==> src/rtl/fifo_ctrl.sv <==
// FIFO controller for an external async-read RAM: zero added read latency, push visible after its edge.
// Backpressure: o_push_ready = !o_full (no same-cycle pop bypass); optional o_level via FIFO_CTRL_LEVEL_EN.
module fifo_ctrl #(
  parameter int DATA_WIDTH   = 8,
  parameter int RAM_DEPTH    = 8,
  parameter int AFULL_THRESH = RAM_DEPTH - 2,
  localparam int AW          = $clog2(RAM_DEPTH)
) (
  input  logic                  clk,
  input  logic                  n_rst,
  input  logic                  i_flush,
  input  logic                  i_push_valid,
  output logic                  o_push_ready,
  input  logic [DATA_WIDTH-1:0] i_push_data,
  output logic                  o_pop_valid,
  input  logic                  i_pop_ready,
  output logic [DATA_WIDTH-1:0] o_pop_data,
  output logic                  o_ram_wr_en,
  output logic [AW-1:0]         o_ram_wr_addr,
  output logic [DATA_WIDTH-1:0] o_ram_wr_data,
  output logic                  o_ram_rd_en,
  output logic [AW-1:0]         o_ram_rd_addr,
  input  logic [DATA_WIDTH-1:0] i_ram_rd_data,
  output logic                  o_full,
  output logic                  o_empty,
  output logic                  o_afull
`ifdef FIFO_CTRL_LEVEL_EN
  ,
  output logic [AW:0]           o_level
`endif
);

  logic [AW:0] wr_ptr;
  logic [AW:0] rd_ptr;
  logic [AW:0] occ;
  logic        push_acc;
  logic        pop_acc;

  // Wrap bit distinguishes full from empty when the address bits coincide.
  assign o_empty = (wr_ptr == rd_ptr);
  assign o_full  = (wr_ptr[AW-1:0] == rd_ptr[AW-1:0]) && (wr_ptr[AW] != rd_ptr[AW]);
  assign occ     = wr_ptr - rd_ptr;
  assign o_afull = (32'(occ) >= AFULL_THRESH);

  assign o_push_ready = !o_full;
  assign o_pop_valid  = !o_empty;

  // n_rst gates the write strobe so the RAM sees no write while reset is held.
  assign push_acc = i_push_valid && !o_full && !i_flush && n_rst;
  assign pop_acc  = o_pop_valid && i_pop_ready && !i_flush;

  assign o_ram_wr_en   = push_acc;
  assign o_ram_wr_addr = wr_ptr[AW-1:0];
  assign o_ram_wr_data = i_push_data;
  assign o_ram_rd_en   = !o_empty;
  assign o_ram_rd_addr = rd_ptr[AW-1:0];
  assign o_pop_data    = i_ram_rd_data;

`ifdef FIFO_CTRL_LEVEL_EN
  assign o_level = occ;
`endif

  always_ff @(posedge clk or negedge n_rst) begin
    if (!n_rst) begin
      wr_ptr <= '0;
      rd_ptr <= '0;
    end else if (i_flush) begin
      wr_ptr <= '0;
      rd_ptr <= '0;
    end else begin
      if (push_acc) wr_ptr <= wr_ptr + (AW+1)'(1);
      if (pop_acc)  rd_ptr <= rd_ptr + (AW+1)'(1);
    end
  end

endmodule

==> config.mk <==
export PLATFORM = sky130hd
export DESIGN_NAME = fifo_ctrl
export DESIGN_NICKNAME = d
export VERILOG_FILES = /design/src/rtl/fifo_ctrl.sv
export SDC_FILE = /design/constraint.sdc
export NUM_CORES = 1
export LEC_CHECK = 0
export BUFFER_PORTS_ARGS = -buffer_cell sky130_fd_sc_hd__buf_2
export CAP_MARGIN = 20
export CORE_UTILIZATION = 38
export CTS_CLUSTER_DIAMETER = 100
export DETAILED_ROUTE_END_ITERATION = 8
export PLACE_DENSITY = 0.87
export RECOVER_POWER = 25
export REMOVE_ABC_BUFFERS = 1
export SLEW_MARGIN = 10
export SYNTH_ARGS = -nofsm -noshare
export SYNTH_HDL_FRONTEND = slang
export SYNTH_SLANG_ARGS = --single-unit
==> constraint.sdc <==
create_clock -name clk -period 1.92 [get_ports clk]
set_input_delay 0.096 -clock clk [delete_from_list [all_inputs] [get_ports clk]]
set_output_delay 0.096 -clock clk [all_outputs]
set_load 0.01 [all_outputs]
==> metrics.csv <==
stage,metric,value,unit
logic_synthesis,synth_top_family_by_area,buffers and inverters,
setup_path,end_kind,primary output,
hold_path,hp-class,in2reg,
final_layout,n_fill_cell,213,
die,io_pins,50,
clock_network,cts_max_path_buffers,2,
die,initial_core_util,40.6,%
sta,final.setup.tns,0,ps
final_layout,diodes,0,
sta,grt_setup_unrepaired,false,
logic_synthesis,synth-compound-area-share,8.01,%
clock_network,path_clk_slew,50,ps
clock_network,clkLatencyLatePin,260,ps
drt,viasPerCell,5.22,
sta,fin_skew,1.42,ps
final_layout,utilization,41.4,%
logic_synthesis,synth_area,797,sq um
drt,final_antenna_net_count,0,
global_route,grt_pass1_wl,2.57,mm
status,status,"finished, final reports clean",
global_route,antenna_found_initial,0,
die,fp.dieW,47.8,um
logic_synthesis,post_synth.cell_area_avg,8.48,sq um
clock_network,numCtsBuffers,3,
placement,place_hpwl,1.40,mm
logic_synthesis,ys_ff_latch,8,
global_route,grt_max_degree,16,
power,p_seq_share,37.0,%
clock_network,htreeDepth,1,
sta,setup_violations,0,
power,internal_power,331,uW
global_route,grt_pass1_vias,569,
sta,max_slew_margin,67.3,%
clock_network,cts_root_buffer,clkbuf_4,
power,combPwrFrac,36.8,%
drt,drtIter0Drc,4,
logic_synthesis,synth_xor_area_share,4.24,%
logic_synthesis,synthSimpleGateAreaFrac,16.5,%
drt,routedWlPerCell,14.7,um
power,ir_worst_vdd,247,uV
setup_path,worstPathRequired,1820,ps
setup_path,reg2reg_slack,170,ps
final_layout,finalNonFillerCells,122,
die,die_area,0.00228,sq mm
power,switching_share,34.6,%
final_layout,layout.nets,124,
sta,fin_crit_sh,95.9,%
placement,gp_congestion,0.834,
sta,fmax,0.543,GHz
logic_synthesis,synthCells,94,
setup_path,max_stage_delay,390,ps
setup_path,cp_slowest_cell,dfrtp_1,
clock_network,cts_tree,done,
setup_path,path_cells,inv_1 -> ha_1 -> and3_4 -> nand2_1 -> inv_1 -> nor3_1 -> buf_2,
drt,num_vias,637,
die,fp-row-count,16,
sta,period_needed,1840,ps
drt,wirelength,1.80,mm
global_route,overflow,0,
die,core,0.00196,sq mm
setup_path,path_common_cell,inv_1,
final_layout,area_delta_synth_final,1.88,%
setup_path,worstSetupPathType,reg2out,
sta,holdWs,140,ps
setup_path,worst-path-buf-inv,3,
setup_path,arrival,1740,ps
setup_path,worst_setup_path_start_kind,flop,
power,power_leakage,0.425,nW
sta,final-hold-violation-count,0,
drt,drc,0,
setup_path,worst-path-max-fanout,8,
logic_synthesis,synthAdderAreaFrac,10.4,%
logic_synthesis,synthMuxAreaShare,9.73,%
power,clockPowerShare,26.2,%
final_layout,drive_gt1_share,36.8,%
setup_path,crit_family,simple AND/OR/NAND/NOR gates,
clock_network,cts.sinks,8,
die,die_h,47.8,um
logic_synthesis,ys_warn_count,0,
drt,drtPass1Iterations,3,
logic_synthesis,ys_seq_area_share,25.1,%
placement,dp_cells,116,
power,p_per_area,623,mW/mm^2
global_route,grtUsageTotal,17.3,%
power,switchingPower,175,uW
job,maxCapViolations,0,
sta,slew_viol_final,0,
sta,worst_slew_pin_slew,487,ps
placement,portBuffers,17,
logic_synthesis,ys_types,26,
==> what timing repair did <==
item                                   CTS  global route
buffers inserted                         0             2
hold buffers                             1             0
resized for setup                        0             4
endpoints found under the hold margin    8             0
setup endpoints to repair                0             6
==> worst paths after layout <==
path,start,end,depth (start not counted)
min in group asynchronous,n_rst,rd_ptr[0]$_DFFE_PN0P_,2
max in group asynchronous,n_rst,rd_ptr[1]$_DFFE_PN0P_,2
max,rd_ptr[2]$_DFFE_PN0P_,o_ram_wr_en,7
min reg2reg,rd_ptr[2]$_DFFE_PN0P_,rd_ptr[2]$_DFFE_PN0P_,2
min,i_pop_ready,rd_ptr[1]$_DFFE_PN0P_,3
max reg2reg,rd_ptr[2]$_DFFE_PN0P_,wr_ptr[3]$_DFFE_PN0P_,5
==> cell usage in the layout (no fill, tap or decap) <==
cell           Yosys  layout
and3_4             0       1
xnor2_1            1       1
xor2_1             1       1
o2111ai_1          1       1
inv_2              0       1
xor2_2             1       1
a21boi_1           1       1
buf_4             23       5
a211oi_1           1       1
o31ai_1            1       1
mux2_2             6       6
inv_1              7       6
ha_1               5       5
clkbuf_4           0       3
nand3_1            5       5
nor2_1             8       8
nand3b_1           1       1
nor3_1             1       1
nand4_1            1       1
mux2i_1            1       1
a21o_1             1       1
nor2b_1            4       4
dlygate4sd3_1      0       1
buf_2              0      17
dfrtp_1            8       8
a21oi_1            5       5
fa_2               0       1
nand2_1            7       7
==> through the flow <==
step	setup slack, ps	total power [mW]	instance area [sq um]
floorplan	141	0.290	616
global placement	182	0.351	757
detailed placement	118	0.360	757
CTS	6.56	0.496	790
global route	6.43	0.542	812
finish	79.4	0.505	812
==> power by group through the flow <==
| stage | Sequential [mW] | Clock (mW) | Combinational (mW) |
|---|---|---|---|
| after CTS | 0.187 | 0.137 | 0.172 |
| final | 0.187 | 0.132 | 0.186 |
| after global placement | 0.189 | 0 | 0.162 |
| after detailed placement | 0.189 | 0 | 0.170 |
| after global routing | 0.188 | 0.140 | 0.213 |
| after floorplan | 0.193 | 0 | 0.0975 |
==> final cells by class <==
cell class	instances	area (sq um)	share of cell area, %
tap	27	33.8	4.16
inverter	7	26.3	3.24
sequential	8	200	24.7
clock buffer	3	22.5	2.77
timing repair buffer	23	133	16.3
multi-input combinational	54	397	48.8
==> flip-flops by register name, summed over array words and instances, names as in the netlist <==
| signal | cells |
|---|---|
| rd_ptr | 4 |
| wr_ptr | 4 |
==> worst min-delay path, cell delays in order <==
cell,delay (ps)
buf_2,120
o2111ai_1,70
o31ai_1,70
==> layer usage <==
layer  up-vias  global-route usage, %  part of all wire [%]
met2        35                   23.2                    46
met4         0                   10.6                   2.2
met3         5                   13.6                    11
met1       304                   19.0                    41
li1        293                      -                     -
met5         -                      0                     0
==> cell usage after synthesis <==
master,number,area (sq um)
xnor2_1,1,8.76
o31ai_1,1,7.51
ha_1,5,62.6
dfrtp_1,8,200
a21boi_1,1,7.51
xor2_2,1,16.3
clkbuf_1,1,3.75
nand2_1,7,26.3
and3_1,1,6.26
a21o_1,1,7.51
clkbuf_2,1,5.00
nand3b_1,1,7.51
nor3_1,1,5.00
a211oi_1,1,7.51
fa_1,1,20.0
nor2b_1,4,25.0
buf_4,23,173
xor2_1,1,8.76
mux2i_1,1,10.0
o2111ai_1,1,8.76
nor2_1,8,30.0
nand4_1,1,6.26
a21oi_1,5,25.0
inv_1,7,26.3
nand3_1,5,25.0
mux2_2,6,67.6
==> cell families (layout without fill, tap and decap cells) <==
group | Yosys count | in the layout
compound gates | 10 | 10
xor+xnor | 3 | 3
fa+ha+maj | 6 | 6
buf+inv | 32 | 33
flops | 8 | 8
mux | 7 | 7
simple gates | 28 | 28
Note: power is estimated with default switching activity, not from simulation.
